`src/rtl/core_trace_sink.sv`:
```
// Retirement/debug trace sink: FIFOs committed instructions and memory-sweep dump records onto one stream.
// Optional TRACE_SINK_DROP_CNT_EN adds a saturating dropped-commit counter on drop_cnt_o.
module core_trace_sink #(
   parameter int XLEN  = 32,
   parameter int DEPTH = 16
) (
   input  logic            clk_i,
   input  logic            rst_i,
   input  logic [XLEN-1:0] pc_i,
   input  logic [XLEN-1:0] instr_i,
   input  logic [4:0]      reg_addr_i,
   input  logic [XLEN-1:0] reg_data_i,
   input  logic            stall_i,
   output logic [XLEN-1:0] addr_o,
   input  logic [XLEN-1:0] data_i,
   input  logic            dump_start_i,
   input  logic [XLEN-1:0] dump_base_i,
   input  logic [15:0]     dump_len_i,
   output logic            trc_valid_o,
   input  logic            trc_ready_i,
   output logic            trc_kind_o,
   output logic [XLEN-1:0] trc_pc_o,
   output logic [XLEN-1:0] trc_instr_o,
   output logic [4:0]      trc_rd_o,
   output logic [XLEN-1:0] trc_data_o,
   output logic            busy_o,
   output logic            overflow_o
`ifdef TRACE_SINK_DROP_CNT_EN
   ,
   output logic [15:0]     drop_cnt_o
`endif
);

   localparam int AW = $clog2(DEPTH);
   localparam logic [AW:0] DEPTH_C = (AW+1)'(DEPTH);

   typedef struct packed {
      logic            kind;
      logic [XLEN-1:0] pc;
      logic [XLEN-1:0] instr;
      logic [4:0]      rd;
      logic [XLEN-1:0] data;
   } rec_t;

   typedef enum logic {IDLE, SWEEP} state_e;

   state_e          state_q, state_d;
   logic [XLEN-1:0] addr_q, addr_d;
   logic [15:0]     cnt_q, cnt_d;
   logic [AW-1:0]   wr_ptr_q, wr_ptr_d, rd_ptr_q, rd_ptr_d;
   logic [AW:0]     count_q, count_d;
   logic            overflow_q, overflow_d;
   rec_t            mem_q [DEPTH];
   rec_t            push_rec, head_rec;
   logic            commit_vld, pop, room, push, dump_push, drop;

   // NOTE: every signal gets a default at the top of always_comb so no path leaves it unassigned (no latch).
   always_comb begin
      commit_vld = !stall_i && (instr_i != '0);
      pop        = (count_q != '0) && trc_ready_i;
      room       = (count_q != DEPTH_C) || pop;
      drop       = commit_vld && !room;
      dump_push  = (state_q == SWEEP) && !commit_vld && room;
      push       = (commit_vld && room) || dump_push;

      push_rec = '{kind: 1'b0, pc: pc_i, instr: instr_i, rd: reg_addr_i, data: reg_data_i};
      if (!commit_vld) push_rec = '{kind: 1'b1, pc: addr_q, instr: '0, rd: '0, data: data_i};

      wr_ptr_d   = wr_ptr_q;
      rd_ptr_d   = rd_ptr_q;
      count_d    = count_q;
      overflow_d = overflow_q | drop;
      if (push) wr_ptr_d = wr_ptr_q + 1'b1;
      if (pop)  rd_ptr_d = rd_ptr_q + 1'b1;
      if (push && !pop) count_d = count_q + 1'b1;
      if (pop && !push) count_d = count_q - 1'b1;

      state_d = state_q;
      addr_d  = addr_q;
      cnt_d   = cnt_q;
      case (state_q)
         IDLE: begin
            if (dump_start_i && (dump_len_i != '0)) begin
               state_d = SWEEP;
               addr_d  = dump_base_i & ~XLEN'(3);
               cnt_d   = dump_len_i;
            end
         end
         SWEEP: begin
            if (dump_push) begin
               addr_d = addr_q + XLEN'(4);
               cnt_d  = cnt_q - 1'b1;
               if (cnt_q == 16'd1) state_d = IDLE;
            end
         end
         default: state_d = IDLE;
      endcase
   end

   // NOTE: state registers use non-blocking assignments so all flops update together at the edge.
   always_ff @(posedge clk_i or posedge rst_i) begin
      if (rst_i) begin
         state_q    <= IDLE;
         addr_q     <= '0;
         cnt_q      <= '0;
         wr_ptr_q   <= '0;
         rd_ptr_q   <= '0;
         count_q    <= '0;
         overflow_q <= 1'b0;
      end else begin
         state_q    <= state_d;
         addr_q     <= addr_d;
         cnt_q      <= cnt_d;
         wr_ptr_q   <= wr_ptr_d;
         rd_ptr_q   <= rd_ptr_d;
         count_q    <= count_d;
         overflow_q <= overflow_d;
      end
   end

   // NOTE: FIFO storage is not reset; outputs are masked to zero whenever the FIFO is empty.
   always_ff @(posedge clk_i) begin
      if (push) mem_q[wr_ptr_q] <= push_rec;
   end

   assign head_rec    = mem_q[rd_ptr_q];
   assign trc_valid_o = (count_q != '0);
   assign addr_o      = addr_q;
   assign busy_o      = (state_q == SWEEP);
   assign overflow_o  = overflow_q;

   always_comb begin
      trc_kind_o  = 1'b0;
      trc_pc_o    = '0;
      trc_instr_o = '0;
      trc_rd_o    = '0;
      trc_data_o  = '0;
      if (trc_valid_o) begin
         trc_kind_o  = head_rec.kind;
         trc_pc_o    = head_rec.pc;
         trc_instr_o = head_rec.instr;
         trc_rd_o    = head_rec.rd;
         trc_data_o  = head_rec.data;
      end
   end

`ifdef TRACE_SINK_DROP_CNT_EN
   logic [15:0] drop_cnt_q, drop_cnt_d;

   always_comb begin
      drop_cnt_d = drop_cnt_q;
      if (drop && (drop_cnt_q != 16'hFFFF)) drop_cnt_d = drop_cnt_q + 1'b1;
   end

   always_ff @(posedge clk_i or posedge rst_i) begin
      if (rst_i) drop_cnt_q <= '0;
      else       drop_cnt_q <= drop_cnt_d;
   end

   assign drop_cnt_o = drop_cnt_q;
`endif

endmodule

```
`config.mk`:
```
export PLATFORM = sky130hd
export DESIGN_NAME = core_trace_sink
export DESIGN_NICKNAME = d
export VERILOG_FILES = /design/src/rtl/core_trace_sink.sv
export SDC_FILE = /design/constraint.sdc
export NUM_CORES = 2
export LEC_CHECK = 0
export BUFFER_PORTS_ARGS = -buffer_cell sky130_fd_sc_hd__buf_2
export CAP_MARGIN = 20
export CELL_PAD_IN_SITES_DETAIL_PLACEMENT = 0
export CELL_PAD_IN_SITES_GLOBAL_PLACEMENT = 1
export CORE_ASPECT_RATIO = 0.9
export CORE_MARGIN = 8
export CORE_UTILIZATION = 46
export CTS_CLUSTER_SIZE = 25
export DETAILED_ROUTE_END_ITERATION = 16
export GPL_ROUTABILITY_DRIVEN = 0
export MAX_ROUTING_LAYER = met4
export PLACE_DENSITY = 0.74
export SLEW_MARGIN = 30
export SYNTH_ARGS = -nofsm -noshare
export SYNTH_HDL_FRONTEND = slang
export SYNTH_SLANG_ARGS = --single-unit
```
`constraint.sdc`:
```
create_clock -name clk_i -period 12.3 [get_ports clk_i]
set_input_delay 1.23 -clock clk_i [delete_from_list [all_inputs] [get_ports clk_i]]
set_output_delay 1.23 -clock clk_i [all_outputs]
set_load 0.05 [all_outputs]
```
# Yosys cells after proc, flatten, opt, wreduce, memory -nomap -nowiden
# Memories as Yosys holds them, arrays and structs flattened.
# Cells that the tools add are included.
# word_totals
regBits	63
ramBits	1632
input_bits	186
out_inout_bits	137
memories	1
# op_classes
n_addsub	6
n_eq_ne	4
mux	20
bitwise	2
n_reduce_logical	21
# memory_table
name	words	width	rd	rd_ports_with_merged_regs	write_ports	line	rtl
mem_q	16	102	1	0	1	53	rec_t mem_q [DEPTH];
# op_table
cell	count
32-bit two-way mux	5
102-bit two-way mux	1
32-bit one-hot mux with 2 select lines	1
32-bit by 3-bit adder with 32-bit output (second input constant)	1
16-bit two-way mux	2
16-bit one-hot mux with 2 select lines	1
32-bit nonzero test	1
16-bit by 1-bit == test with 1-bit output (second input constant)	1
16-bit nonzero test	1
16-bit by 1-bit subtractor with 16-bit output (second input constant)	1
5-bit two-way mux	3
1-bit logical AND	9
4-bit by 1-bit adder with 4-bit output (second input constant)	2
1-bit two-way mux	6
5-bit by 1-bit adder with 5-bit output (second input constant)	1
1-bit logical NOT	5
5-bit != test (second input constant)	1
5-bit nonzero test	1
5-bit by 1-bit subtractor with 5-bit output (second input constant)	1
1-bit logical OR	2
2-bit by 1-bit != test with 1-bit output (second input constant)	1
2-bit != test (second input constant)	1
1-bit one-hot mux with 2 select lines	1
2-bit AND reduction	1
other kinds (3)	3

# Depth between registers and ports, before layout
# logic_depth
ltp_word	9
ltp_mapped	14
mapped_depth_nobuf	12

# Least setup slack after synthesis
# No wires, ideal clock.
# synth_path
kind	in2reg
from	input instr_i[6]
to	memory mem_q[0][0] (netlist bit) (enable)
setup_time_ns	0.687
t_arrival_ns	9.086
t_required_ns	11.613
slack_ns	2.527
stages	7
path_cell_list	nor4_1 -> nand4_1 -> o21ba_2 -> buf_2 -> buf_1 -> o211ai_1 -> nor3_1
# synth_via
elab_chain_len	8
elab_cells_between_ends	9
# synth_rtl
item	line	rtl
start, declared	10	input logic [XLEN-1:0] instr_i,
32-bit nonzero test (*)	59	commit_vld = !stall_i && (instr_i != '0);
1-bit logical AND (*)	59	
1-bit logical NOT	n/a	
1-bit logical AND (2 in a row)	63	dump_push = (state_q == SWEEP) && !commit_vld && room;
1-bit logical OR (*)	64	push = (commit_vld && room) || dump_push;
1-bit two-way mux (*)	123	if (push) mem_q[wr_ptr_q] <= push_rec;
1-bit two-way mux (not written as such) (*)	123	
end, declared	53	
# Every way passes the cells marked *; elsewhere a longest branch is shown, timed or not.

# Worst setup path after layout
# layout_path
from	register rd_ptr_q[1]
to	output trc_instr_o[6]
# layout_via
elab_chain_len	2
# layout_rtl
item	line	rtl
start, declared	50	logic [AW-1:0] wr_ptr_q, wr_ptr_d, rd_ptr_q, rd_ptr_d;
start signal, assigned	115	rd_ptr_q <= rd_ptr_d;
memory read 16 x 102 bit	n/a	
32-bit two-way mux	138	if (trc_valid_o) begin
end, declared	23	output logic [XLEN-1:0] trc_instr_o,
# Every way passes these cells.

==> metrics.json <==
{
  "worst_setup_path": {
    "crit_type": "register to primary output",
    "crit_fanout": 52,
    "critPathArrivalTime_ps": 4750,
    "crit_required_ps": 11070,
    "worst_setup_path_start_kind": "register",
    "crit_path_end_kind": "primary output",
    "reg2reg_depth": 6
  },
  "cts": {
    "number_of_clock_buffers_inserted_by_tritoncts": 171,
    "cts_sinks": 1693,
    "clock_insertion_delay_worst_skew_ps": 800,
    "cts_hold_repair.buffers": 0,
    "clk_pin_slew_worst_paths_ps": 60,
    "cts-htree-levels": 4,
    "cts_buffer_depth": 3,
    "cts.repair.resized": 0,
    "cts_tree": "done",
    "cts_post_setup_buffers_inserted": 0,
    "clock-root-buffer": "sky130_fd_sc_hd__clkbuf_16"
  },
  "run": {
    "drv.max_cap_violation_count": 0
  },
  "die": {
    "starting_density_of_the_core_pct": 46.1,
    "core_area_mm2": 0.145,
    "pin_count": 323,
    "fp.dieH_um": 378,
    "die-width_um": 418,
    "design.die.area_mm2": 0.158,
    "placement_rows": 133
  },
  "power_and_ir_drop": {
    "p_leak_nw": 24.7,
    "p_seq_share_pct": 39.2,
    "power.density_cell_area_mw_per_mm2": 262,
    "design_power_total_mw": 20.1,
    "internal-power_mw": 13.1,
    "ir_drop_mv": 0.210,
    "switching_share_pct": 35.0,
    "switchingPower_mw": 7.04,
    "power.share.clock_pct": 25.1,
    "combinational_power_share_pct": 35.7
  },
  "sta": {
    "min_period_over_period_pct": 48.6,
    "setup_viol": 0,
    "slew_headroom_pct": 33.3,
    "slew_violations": 0,
    "postLayoutSetupSlackWorst_ps": 6320,
    "setup_total_negative_slack_ps": 0,
    "timing.fmax_mhz": 167,
    "hold_viol_final": 0,
    "post-route-min-period_ps": 5980,
    "finalClockSkew_ps": 35.9,
    "setup_repair_after_global_routing_missed_its_margin": "false",
    "worst_slew_pin_slew_ps": 1000
  },
  "synth": {
    "syn-mean-instance-area_um2": 22.5,
    "yosysTopAreaCell": "sky130_fd_sc_hd__edfxtp_1",
    "synth.top_cells.by_count": "sky130_fd_sc_hd__edfxtp_1, sky130_fd_sc_hd__mux4_2, sky130_fd_sc_hd__and2_1, sky130_fd_sc_hd__clkbuf_1, sky130_fd_sc_hd__dfrtp_1",
    "count_of_different_cell_masters_after_synthesis": 68,
    "ys_seq_elements": 1693,
    "portion_of_synthesized_cell_area_occupied_by_the_leading_cell_type_pct": 73.1,
    "synthArstFlopShare_pct": 3.60,
    "yosysSeqAreaShare_pct": 75.4,
    "synth_edf_count": 1632,
    "synth.most_common_cell": "sky130_fd_sc_hd__edfxtp_1",
    "gate_count_of_the_mapped_netlist": 2984,
    "synth_area_mm2": 0.0670,
    "synth_warnings": 0,
    "synth.area.top_cells": "sky130_fd_sc_hd__edfxtp_1, sky130_fd_sc_hd__mux4_2, sky130_fd_sc_hd__dfrtp_1, sky130_fd_sc_hd__and2_1, sky130_fd_sc_hd__mux2_2",
    "prevailing_post_synth_register_cell": "sky130_fd_sc_hd__edfxtp_1"
  },
  "global_route": {
    "maximum_number_of_pins_on_one_net_before_global_route_repair": 105,
    "antenna_found_initial": 4,
    "first_pass_grt_wire_length_um": 232000,
    "first_global_vias": 33800,
    "grt-ovfl-total": 0,
    "grtUsageTotal_pct": 20.6
  },
  "finish": {
    "area_growth_pct": 14.3,
    "layout.nets": 3566,
    "multiInputGateArea_mm2": 0.0157,
    "layout-drive-gt1-share_pct": 35.0,
    "fillerInstances": 11200,
    "layout.area.seq_mm2": 0.0505
  },
  "drt": {
    "route.detailed.drc": 0,
    "drt_pre_antenna_iters": 7,
    "first_iter_violations": 3181,
    "wl_per_cell_um": 29.2,
    "vias_per_cell": 5.90,
    "detail-route-antenna-nets": 0,
    "dr_total_vias": 32200,
    "final_wirelength_um": 159000
  },
  "hold_path": {
    "hp-class": "register to register",
    "min_path_cells": 1
  },
  "place": {
    "place_hpwl_um": 81500,
    "preCtsSetupSlack_ps": 5960,
    "port_buffers": 318
  },
  "run_status": {
    "run_status": "complete, no violations"
  }
}
[path summary, 6_finish.rpt]
kind	start	end	slack, ps
worst max-delay path	rd_ptr_q[1]	trc_instr_o[6]	6320
worst min-delay path	overflow_o	overflow_o	490
worst max register to register	count_q[1]	mem_q[11][88]	8180
worst min register to register	overflow_o	overflow_o	490
max in group asynchronous	rst_i	rd_ptr_q[3]	11200
min in group asynchronous	rst_i	addr_o[28]	580
[flip-flops by register name (all words and copies together), names as in the netlist]
name	flops
busy_o	1
cnt_q	16
wr_ptr_q	4
rd_ptr_q	4
addr_o	30
overflow_o	1
count_q	5
mem_q	1632
[power by group through the flow]
stage | Clock (mW) | Combinational (mW) | Sequential [mW]
global placement | 0 | 7.24 | 7.97
detailed placement | 0 | 7.29 | 8.03
floorplan | 0 | 5.22 | 8.06
finish | 5.04 | 7.18 | 7.87
CTS | 5.13 | 7.30 | 7.91
global route | 5.34 | 7.58 | 7.96
[worst max-delay path, cell delays in order, from the launching register on]
cell and delay [ps]:
sky130_fd_sc_hd__dfrtp_4 910, sky130_fd_sc_hd__buf_4 770, sky130_fd_sc_hd__buf_4 570, sky130_fd_sc_hd__buf_12 310, sky130_fd_sc_hd__mux4_2 340, sky130_fd_sc_hd__mux4_2 540
sky130_fd_sc_hd__and2_1 200, sky130_fd_sc_hd__buf_2 210
[cell usage in the layout, fill, tap and decap left out, types with 12 or more instances in the layout]
cell and n:
sky130_fd_sc_hd__and2_1 144, sky130_fd_sc_hd__buf_2 318, sky130_fd_sc_hd__buf_4 49, sky130_fd_sc_hd__bufinv_16 13
sky130_fd_sc_hd__clkbuf_1 44, sky130_fd_sc_hd__clkbuf_16 172, sky130_fd_sc_hd__clkinv_1 32, sky130_fd_sc_hd__clkinv_2 27
sky130_fd_sc_hd__dfrtp_1 56, sky130_fd_sc_hd__edfxtp_1 1632, sky130_fd_sc_hd__ha_1 12, sky130_fd_sc_hd__inv_1 26
sky130_fd_sc_hd__mux2_2 51, sky130_fd_sc_hd__mux4_2 510, sky130_fd_sc_hd__nand2_1 47, sky130_fd_sc_hd__nand3_1 26
sky130_fd_sc_hd__nor2_1 13, sky130_fd_sc_hd__nor2_4 12, sky130_fd_sc_hd__nor3_1 12, sky130_fd_sc_hd__nor4_1 19
sky130_fd_sc_hd__o2111ai_1 16, sky130_fd_sc_hd__o211ai_1 19, sky130_fd_sc_hd__o21ai_0 22
[area by class of cell]
type | count | area share, %
Antenna cell | 4 | 0.0131
Clock buffer | 216 | 5.84
Clock inverter | 91 | 1.26
Inverter | 29 | 0.142
Multi-Input combinational cell | 1084 | 20.5
Sequential cell | 1693 | 66.0
Tap cell | 1957 | 3.20
Timing Repair Buffer | 389 | 3.08
[metrics by stage]
step	instance area [um2]	hold slack (ps)	util, %	instances
floorplan	67000	464	-	2985
global placement	70900	458	48.8	5146
detailed placement	71100	467	48.9	5150
CTS	76500	489	52.6	5457
global route	76600	504	52.7	5461
finish	76600	487	52.7	5463
[cells by family (layout without fill, tap and decap cells)]
family / after synthesis / count (layout) / share of synthesized area [%]
AO/OA/AOI/OAI: 171 / 171 / 1.99
multiplexers: 564 / 564 / 18.0
other: 1 / 6 / 0.00559
AND/OR/NAND/NOR: 323 / 323 / 2.72
adder cells (fa/ha/maj): 12 / 12 / 0.224
flip-flops: 1693 / 1693 / 75.4
buffers and inverters: 208 / 725 / 1.48
XOR/XNOR: 12 / 12 / 0.157
[layer usage]
metal / track usage, % / up-vias / part of all wire [%]
met4: 5.58 / 0 / 2.3
met1: 28.1 / 17400 / 43
met2: 32.7 / 1115 / 49
met5: - / - / 0
met3: 3.10 / 233 / 5.8
li1: - / 13500 / -
(Power assumes the default switching activity.)
